===== src/rtl/caf_argmax_pkg.sv =====
// Shared types and helpers for the CAF argmax path: magnitude sizing, the
// S1->S2 pipe record and the shift-and-saturate used on every reported magnitude.
package caf_argmax_pkg;

    function automatic int mag_bits(int i_bits, int q_bits);
        return 2 * ((i_bits > q_bits) ? i_bits : q_bits) + 1;
    endfunction

    function automatic int clog2(int value);
        int r;
        r = 0;
        while ((1 << r) < value) r++;
        return r;
    endfunction

    localparam int DEF_BUFFER_LENGTH = 10;
    localparam int DEF_INDEX_BITS    = 4;
    localparam int DEF_I_BITS        = 12;
    localparam int DEF_Q_BITS        = 12;
    localparam int DEF_OUT_MAX_BITS  = 16;
    localparam int DEF_OUT_SHIFT     = 8;

    localparam int PIPE_MAG_BITS = mag_bits(DEF_I_BITS, DEF_Q_BITS);
    localparam int PIPE_POS_BITS = DEF_INDEX_BITS;

    typedef struct packed {
        logic [PIPE_MAG_BITS-1:0] mag;
        logic [PIPE_POS_BITS-1:0] pos;
        logic                     last;
        logic                     valid;
    } pipe_rec_t;

    function automatic logic [63:0] sat_shift(logic [63:0] value, int unsigned shift,
                                              int unsigned out_bits);
        logic [63:0] shifted;
        logic [63:0] limit;
        shifted = value >> shift;
        limit   = (64'd1 << out_bits) - 64'd1;
        return (shifted > limit) ? limit : shifted;
    endfunction

endpackage


===== src/rtl/argmax_stream_if.sv =====
// Sample-in / result-out handshake bundle for argmax_stream.
// ARGMAX_NEIGHBOURS_EN adds the mag_prev / mag_next result fields.
interface argmax_stream_if #(
    parameter int I_BITS       = 12,
    parameter int Q_BITS       = 12,
    parameter int INDEX_BITS   = 4,
    parameter int OUT_MAX_BITS = 16
);
    logic                     m_axis_tvalid;
    logic signed [I_BITS-1:0] xi;
    logic signed [Q_BITS-1:0] xq;
    logic                     s_axis_tready;
    logic                     m_axis_tready;
    logic                     s_axis_tvalid;
    logic [OUT_MAX_BITS-1:0]  out_max;
    logic [INDEX_BITS-1:0]    index;
`ifdef ARGMAX_NEIGHBOURS_EN
    logic [OUT_MAX_BITS-1:0]  mag_prev;
    logic [OUT_MAX_BITS-1:0]  mag_next;

    modport master (
        output m_axis_tvalid, xi, xq, m_axis_tready,
        input  s_axis_tready, s_axis_tvalid, out_max, index, mag_prev, mag_next
    );
    modport slave (
        input  m_axis_tvalid, xi, xq, m_axis_tready,
        output s_axis_tready, s_axis_tvalid, out_max, index, mag_prev, mag_next
    );
`else
    modport master (
        output m_axis_tvalid, xi, xq, m_axis_tready,
        input  s_axis_tready, s_axis_tvalid, out_max, index
    );
    modport slave (
        input  m_axis_tvalid, xi, xq, m_axis_tready,
        output s_axis_tready, s_axis_tvalid, out_max, index
    );
`endif
endinterface


===== src/rtl/argmax_stream_cmag_sq.sv =====
// cmag_sq: registered full-precision |x|^2 with clock enable; shared by CAF blocks.
module cmag_sq
    import caf_argmax_pkg::*;
#(
    parameter int I_BITS   = 12,
    parameter int Q_BITS   = 12,
    parameter int MAG_BITS = mag_bits(I_BITS, Q_BITS)
) (
    input  logic                     clk,
    input  logic                     rst,
    input  logic                     en,
    input  logic signed [I_BITS-1:0] xi,
    input  logic signed [Q_BITS-1:0] xq,
    output logic [MAG_BITS-1:0]      mag
);
    logic signed [2*I_BITS-1:0] ii;
    logic signed [2*Q_BITS-1:0] qq;
    logic [MAG_BITS-1:0]        mag_d;
    logic [MAG_BITS-1:0]        mag_q;

    assign ii = xi * xi;
    assign qq = xq * xq;

    // Squares are never negative, so the unsigned view is exact.
    always_comb begin
        mag_d = mag_q;
        if (en) mag_d = MAG_BITS'($unsigned(ii)) + MAG_BITS'($unsigned(qq));
    end

    always_ff @(posedge clk or posedge rst) begin
        if (rst) mag_q <= '0;
        else     mag_q <= mag_d;
    end

    assign mag = mag_q;
endmodule


===== src/rtl/argmax_stream.sv =====
// Streaming per-frame |x|^2 peak finder with output backpressure.
// Define ARGMAX_NEIGHBOURS_EN to also report the magnitudes either side of the peak.
module argmax_stream
    import caf_argmax_pkg::*;
#(
    parameter int BUFFER_LENGTH = DEF_BUFFER_LENGTH,
    parameter int INDEX_BITS    = DEF_INDEX_BITS,
    parameter int I_BITS        = DEF_I_BITS,
    parameter int Q_BITS        = DEF_Q_BITS,
    parameter int OUT_MAX_BITS  = DEF_OUT_MAX_BITS,
    parameter int OUT_SHIFT     = DEF_OUT_SHIFT
) (
    input  logic            clk,
    input  logic            rst,
    argmax_stream_if.slave  bus
);
    localparam int MAG_BITS = mag_bits(I_BITS, Q_BITS);
    localparam int CNT_BITS = clog2(BUFFER_LENGTH);

    logic adv;
    logic accept;
    logic upd;
    logic load;

    logic [CNT_BITS-1:0]      cnt_d, cnt_q;
    logic [PIPE_POS_BITS-1:0] s1_pos_d, s1_pos_q;
    logic                     s1_last_d, s1_last_q;
    logic                     s1_valid_d, s1_valid_q;
    logic [MAG_BITS-1:0]      s1_mag;
    pipe_rec_t                s1_rec, p2_d, p2_q;

    logic [PIPE_MAG_BITS-1:0] max_d, max_q;
    logic [PIPE_POS_BITS-1:0] max_pos_d, max_pos_q;

    logic                     out_valid_d, out_valid_q;
    logic [OUT_MAX_BITS-1:0]  out_max_d, out_max_q;
    logic [INDEX_BITS-1:0]    index_d, index_q;

    assign adv              = !(out_valid_q && !bus.m_axis_tready);
    assign accept           = bus.m_axis_tvalid && adv;
    assign bus.s_axis_tready = adv;

    always_comb begin
        cnt_d      = cnt_q;
        s1_pos_d   = s1_pos_q;
        s1_last_d  = s1_last_q;
        s1_valid_d = s1_valid_q;
        if (accept)
            cnt_d = (cnt_q == CNT_BITS'(BUFFER_LENGTH - 1)) ? '0 : cnt_q + 1'b1;
        if (adv) begin
            s1_valid_d = accept;
            s1_pos_d   = PIPE_POS_BITS'(cnt_q);
            s1_last_d  = (cnt_q == CNT_BITS'(BUFFER_LENGTH - 1));
        end
    end

    cmag_sq #(
        .I_BITS   (I_BITS),
        .Q_BITS   (Q_BITS),
        .MAG_BITS (MAG_BITS)
    ) u_cmag_sq (
        .clk (clk),
        .rst (rst),
        .en  (adv),
        .xi  (bus.xi),
        .xq  (bus.xq),
        .mag (s1_mag)
    );

    always_comb begin
        s1_rec.mag   = PIPE_MAG_BITS'(s1_mag);
        s1_rec.pos   = s1_pos_q;
        s1_rec.last  = s1_last_q;
        s1_rec.valid = s1_valid_q;
        p2_d         = adv ? s1_rec : p2_q;
    end

    // Strict compare keeps the earliest index on ties; position 0 starts a new frame.
    always_comb begin
        max_d     = max_q;
        max_pos_d = max_pos_q;
        upd  = adv && p2_q.valid && ((p2_q.pos == '0) || (p2_q.mag > max_q));
        load = adv && p2_q.valid && p2_q.last;
        if (upd) begin
            max_d     = p2_q.mag;
            max_pos_d = p2_q.pos;
        end
    end

    // A new result takes priority over clearing the one being accepted.
    always_comb begin
        out_valid_d = out_valid_q;
        out_max_d   = out_max_q;
        index_d     = index_q;
        if (load) begin
            out_valid_d = 1'b1;
            out_max_d   = OUT_MAX_BITS'(sat_shift(64'(max_d), OUT_SHIFT, OUT_MAX_BITS));
            index_d     = INDEX_BITS'(max_pos_d);
        end else if (out_valid_q && bus.m_axis_tready) begin
            out_valid_d = 1'b0;
            out_max_d   = '0;
            index_d     = '0;
        end
    end

    always_ff @(posedge clk or posedge rst) begin
        if (rst) begin
            cnt_q       <= '0;
            s1_pos_q    <= '0;
            s1_last_q   <= 1'b0;
            s1_valid_q  <= 1'b0;
            p2_q        <= '0;
            max_q       <= '0;
            max_pos_q   <= '0;
            out_valid_q <= 1'b0;
            out_max_q   <= '0;
            index_q     <= '0;
        end else begin
            cnt_q       <= cnt_d;
            s1_pos_q    <= s1_pos_d;
            s1_last_q   <= s1_last_d;
            s1_valid_q  <= s1_valid_d;
            p2_q        <= p2_d;
            max_q       <= max_d;
            max_pos_q   <= max_pos_d;
            out_valid_q <= out_valid_d;
            out_max_q   <= out_max_d;
            index_q     <= index_d;
        end
    end

    assign bus.s_axis_tvalid = out_valid_q;
    assign bus.out_max       = out_max_q;
    assign bus.index         = index_q;

`ifdef ARGMAX_NEIGHBOURS_EN
    logic [PIPE_MAG_BITS-1:0] prev_mag_d, prev_mag_q;
    logic [PIPE_MAG_BITS-1:0] pk_prev_d, pk_prev_q;
    logic [PIPE_MAG_BITS-1:0] pk_next_d, pk_next_q;
    logic                     need_next_d, need_next_q;
    logic [OUT_MAX_BITS-1:0]  mag_prev_d, mag_prev_q;
    logic [OUT_MAX_BITS-1:0]  mag_next_d, mag_next_q;

    // The sample after a new peak supplies mag_next; a peak on the last sample has none.
    always_comb begin
        prev_mag_d  = prev_mag_q;
        pk_prev_d   = pk_prev_q;
        pk_next_d   = pk_next_q;
        need_next_d = need_next_q;
        if (adv && p2_q.valid) begin
            prev_mag_d = p2_q.mag;
            if (upd) begin
                pk_prev_d   = (p2_q.pos == '0) ? '0 : prev_mag_q;
                pk_next_d   = '0;
                need_next_d = !p2_q.last;
            end else if (need_next_q) begin
                pk_next_d   = p2_q.mag;
                need_next_d = 1'b0;
            end
        end
    end

    always_comb begin
        mag_prev_d = mag_prev_q;
        mag_next_d = mag_next_q;
        if (load) begin
            mag_prev_d = OUT_MAX_BITS'(sat_shift(64'(pk_prev_d), OUT_SHIFT, OUT_MAX_BITS));
            mag_next_d = OUT_MAX_BITS'(sat_shift(64'(pk_next_d), OUT_SHIFT, OUT_MAX_BITS));
        end else if (out_valid_q && bus.m_axis_tready) begin
            mag_prev_d = '0;
            mag_next_d = '0;
        end
    end

    always_ff @(posedge clk or posedge rst) begin
        if (rst) begin
            prev_mag_q  <= '0;
            pk_prev_q   <= '0;
            pk_next_q   <= '0;
            need_next_q <= 1'b0;
            mag_prev_q  <= '0;
            mag_next_q  <= '0;
        end else begin
            prev_mag_q  <= prev_mag_d;
            pk_prev_q   <= pk_prev_d;
            pk_next_q   <= pk_next_d;
            need_next_q <= need_next_d;
            mag_prev_q  <= mag_prev_d;
            mag_next_q  <= mag_next_d;
        end
    end

    assign bus.mag_prev = mag_prev_q;
    assign bus.mag_next = mag_next_q;
`endif
endmodule


===== src/flat_wrapper.sv =====
// flat-port wrapper written by rule: the top's interface ports become plain ports
module argmax_stream_flat import caf_argmax_pkg::*;
#(
    parameter int BUFFER_LENGTH = DEF_BUFFER_LENGTH,
    parameter int INDEX_BITS    = DEF_INDEX_BITS,
    parameter int I_BITS        = DEF_I_BITS,
    parameter int Q_BITS        = DEF_Q_BITS,
    parameter int OUT_MAX_BITS  = DEF_OUT_MAX_BITS,
    parameter int OUT_SHIFT     = DEF_OUT_SHIFT
)
  (clk, rst, bus_m_axis_tvalid, bus_xi, bus_xq, bus_m_axis_tready, bus_s_axis_tready, bus_s_axis_tvalid, bus_out_max, bus_index);
  argmax_stream_if #(.I_BITS(I_BITS), .Q_BITS(Q_BITS), .INDEX_BITS(INDEX_BITS), .OUT_MAX_BITS(OUT_MAX_BITS)) bus_i ();
  input  logic clk;
  input  logic rst;
  input wire logic [$bits(bus_i.m_axis_tvalid)-1:0] bus_m_axis_tvalid;
  input wire logic [$bits(bus_i.xi)-1:0] bus_xi;
  input wire logic [$bits(bus_i.xq)-1:0] bus_xq;
  input wire logic [$bits(bus_i.m_axis_tready)-1:0] bus_m_axis_tready;
  output wire logic [$bits(bus_i.s_axis_tready)-1:0] bus_s_axis_tready;
  output wire logic [$bits(bus_i.s_axis_tvalid)-1:0] bus_s_axis_tvalid;
  output wire logic [$bits(bus_i.out_max)-1:0] bus_out_max;
  output wire logic [$bits(bus_i.index)-1:0] bus_index;
  assign bus_i.m_axis_tvalid = bus_m_axis_tvalid;
  assign bus_i.xi = bus_xi;
  assign bus_i.xq = bus_xq;
  assign bus_i.m_axis_tready = bus_m_axis_tready;
  assign bus_s_axis_tready = bus_i.s_axis_tready;
  assign bus_s_axis_tvalid = bus_i.s_axis_tvalid;
  assign bus_out_max = bus_i.out_max;
  assign bus_index = bus_i.index;
  argmax_stream #(.BUFFER_LENGTH(BUFFER_LENGTH), .INDEX_BITS(INDEX_BITS), .I_BITS(I_BITS), .Q_BITS(Q_BITS), .OUT_MAX_BITS(OUT_MAX_BITS), .OUT_SHIFT(OUT_SHIFT)) u_core (.clk(clk), .rst(rst), .bus(bus_i));
endmodule

===== config.mk =====
export PLATFORM = sky130hd
export DESIGN_NAME = argmax_stream_flat
export DESIGN_NICKNAME = d
export VERILOG_FILES = /design/src/rtl/caf_argmax_pkg.sv /design/src/rtl/argmax_stream_if.sv /design/src/rtl/argmax_stream_cmag_sq.sv /design/src/rtl/argmax_stream.sv /design/src/flat_wrapper.sv
export SDC_FILE = /design/constraint.sdc
export NUM_CORES = 1
export LEC_CHECK = 0
export CORE_MARGIN = 2
export CORE_UTILIZATION = 59
export CTS_BUF_LIST = sky130_fd_sc_hd__clkbuf_2
export CTS_CLUSTER_DIAMETER = 50
export DETAILED_ROUTE_END_ITERATION = 16
export GPL_TIMING_DRIVEN = 0
export PLACE_DENSITY = 0.8
export SETUP_SLACK_MARGIN = 0.4
export SLEW_MARGIN = 20
export SYNTH_ARGS = -nofsm -noshare
export SYNTH_HDL_FRONTEND = slang
export SYNTH_SLANG_ARGS = --single-unit

===== constraint.sdc =====
create_clock -name clk -period 3.7 [get_ports clk]
set_input_delay 0.74 -clock clk [delete_from_list [all_inputs] [get_ports clk]]
set_output_delay 0.74 -clock clk [all_outputs]
set_load 0.01 [all_outputs]

==> results.py <==
metrics = {
    "synthesis": {
        "ys_ff_latch": 116,
        "ys_top_cells_by_area": "fa_1 30%, dfrtp_1 18%, ha_1 12%",
        "yosys.area.top_type_share_pct": 30.14,
        "netlist_instances": 1779,
        "synth_ff_type": "dfrtp_1",
        "syn-cell-area_sq_um": 16270,
        "ys_top_cells_by_count": "388 x inv_1, 246 x nand2_1, 245 x fa_1",
        "synth_most_common_cell": "inv_1",
        "yosysWarnings": 0,
        "synth_nets": 2214,
        "ys_types": 65,
        "synth.yosys.seq_area_share_pct": 17.84,
        "synth_top_cell_by_area": "fa_1",
        "async_flop_share_pct": 100.0,
        "syn_area_per_cell_sq_um": 9.146,
        "synth_edf_count": 0,
    },
    "routing": {
        "drtAntennaViolNets": 0,
        "drt-initial-drc-count": 1205,
        "route.detailed.drc": 0,
        "wl_mm": 44.84,
        "drt-vias-per-instance": 5.844,
        "drt-wirelength-per-cell_microns": 19.14,
        "drtPass1Iterations": 7,
        "num_vias": 13690,
    },
    "global_routing": {
        "grt_util_met2_pct": 52.90,
        "use_met1_pct": 33.04,
        "grt_pass1_vias": 14130,
        "antenna_found_initial": 1,
        "grt_overflow_total": 0,
        "grt_pass1_wl_mm": 65.50,
        "busiest_layer": "met2",
        "grt.met3_usage_pct": 3.256,
        "grtUsageTotal_pct": 28.31,
        "grt_start_max_net_pins": 34,
    },
    "timing": {
        "maxSlewViolCount": 0,
        "fin_skew_ns": 0.04312,
        "fin_crit_ns": 6.529,
        "setup_ws_ns": -2.829,
        "worstMarginPinSlew_ns": 0.8389,
        "relSlewSlack_pct": 43.56,
        "max_freq_ghz": 0.1532,
        "finalHoldViolations": 0,
        "finalSetupViolations": 19,
        "post-route-period-util_pct": 176.5,
        "rsz0062_at_grt": "yes",
        "finalSetupTns_ns": -37.52,
    },
    "critical_path": {
        "critical-path-top-delay-family": "adder cells",
        "cpPeakStageDelay_ns": 0.56,
        "critPathMaxFanout": 7,
        "path_buf_inv": 7,
        "critical_path_arrival_ns": 7.08,
        "cp-end-kind": "flop",
        "cpMostUsedCell": "fa_1",
        "required_ns": 4.25,
        "path_class": "primary input to flop",
        "crit_path_start_kind": "primary input",
        "slowest_stage": "fa_1",
    },
    "clocking": {
        "clkLatencyLatePin_ns": 0.66,
        "clock_path_buffers": 2,
        "numCtsBuffers": 17,
        "cts_tree": "built",
        "cts_root_buf": "clkbuf_2",
        "cts_max_level": 4,
        "clkTransAtPathRegs_ns": 0.20,
        "clock-sinks": 116,
        "cts_hold_buf": 0,
    },
    "die": {
        "std_cell_rows": 60,
        "die_w_microns": 170.1,
        "fp.coreArea_sq_um": 27030,
        "die_h_microns": 170.1,
        "dieArea_sq_um": 28920,
        "start_util_pct": 60.20,
        "io_pins": 50,
    },
    "placed_design": {
        "dp_slack_ns": -3.975,
        "gp_congestion": 0.9076,
        "port_buffers": 45,
        "dp_hpwl_mm": 28.82,
    },
    "cells_and_area": {
        "fin_nets": 2422,
        "n_fill_cell": 1642,
        "seqCellArea_sq_um": 2903,
        "multi_input_area_sq_um": 12990,
        "drive_gt1_share_pct": 26.95,
        "area_growth_pct": 25.80,
    },
    "status": {
        "failed_checks": "setup timing",
        "status": "finished with violations",
    },
    "hold_path": {
        "hp-class": "flop to flop",
    },
    "job": {
        "cap_violations": 0,
    },
}
==> registers in the layout, indices dropped and copies added, names as in the netlist <==
| signal | cells |
|---|---|
| u_core.max_pos_q | 4 |
| u_core.cnt_q | 4 |
| u_core.p2_q | 31 |
| u_core.max_q | 25 |
| u_core.s1_last_q | 1 |
| u_core.bus.s_axis_tvalid | 1 |
| u_core.s1_valid_q | 1 |
| u_core.bus.index | 4 |
| u_core.u_cmag_sq.mag | 25 |
| u_core.s1_pos_q | 4 |
| u_core.bus.out_max | 16 |
==> area by class of cell <==
cell class / instances / area share [%]
flip-flops and latches: 116 / 14.18
diodes: 1 / 0.01223
clock inverters: 15 / 0.7580
inverters: 389 / 7.201
clock buffers: 17 / 0.4157
repair buffers: 189 / 8.760
plain buffers: 56 / 3.136
multi-input cells: 1218 / 63.45
well taps: 341 / 2.084
==> repair_timing <==
item	4_1_cts	5_1_grt
cloned	5	0
endpoints found under the setup margin	22	21
pin swaps	135	99
buffers inserted	105	31
gates resized for setup	270	104
==> tightest hold or removal path: cells and delay by family (launching register included) <==
family / cells / cell delay [ns]
flops: 1 / 0.37
simple gates: 2 / 0.10
==> per-layer routing <==
metal  vias up  part of all wire, %
li1       6003                    -
met3       300                  6.7
met4         0                  6.5
met2       757                   52
met1      6626                   35
met5         -                    0
==> cells by family after synthesis <==
group / synth area share (%)
AOI/OAI and AO/OA: 9.328
DFF: 17.84
and+or+nand+nor: 13.54
adders and majority gates: 42.60
muxes: 2.445
xor gates and xnor gates: 3.768
buffers and inverters: 10.47
==> per-stage QoR <==
step	hold WS (ns)	utilization (%)	area (sq um)	instances
after global placement	0.4498	66.43	17950	2165
after floorplan	0.4386	-	17080	1779
final	0.4549	75.74	20470	2342
after global routing	0.4303	75.74	20470	2342
after CTS	0.4283	73.16	19770	2310
after detailed placement	0.4562	66.68	18020	2168
==> final timing paths <==
path                                          from                        to  slack (ns)  cells past startpoint
max in group asynchronous                      rst  u_core.u_cmag_sq.mag[15]        2.17                      5
min reg2reg                u_core.u_cmag_sq.mag[2]            u_core.p2_q[8]        0.45                      2
min                        u_core.u_cmag_sq.mag[2]            u_core.p2_q[8]        0.45                      2
min in group asynchronous                      rst        u_core.s1_pos_q[3]        0.50                      2
max reg2reg                        u_core.p2_q[16]          u_core.max_q[18]        0.70                     10
max                                     bus_xq[10]  u_core.u_cmag_sq.mag[22]       -2.83                     27
==> placed cells by master, fill, tap and decap left out, types with 14 or more instances in the layout <==
cell type          n
mux2_2            30
buf_4            116
xnor2_1           44
inv_2             47
inv_1            338
nand2_2           24
and2_1            29
fa_2              20
buf_6             35
nor2_1            74
o211ai_1          15
fa_1             225
a221o_1           16
and2_4            21
dfrtp_1          116
xor2_1            17
clkdlybuf4s50_1   25
clkbuf_2          17
nand3_1           17
o21ai_1           15
nor3_1            23
clkbuf_8          14
ha_1             115
a21oi_1           26
ha_4              38
o21ai_0           35
nand2_1          211
a21o_1            20
clkbuf_1          21
Power is not shown: default switching activity piles up to over one toggle a cycle in this logic, so the estimate is an artifact.
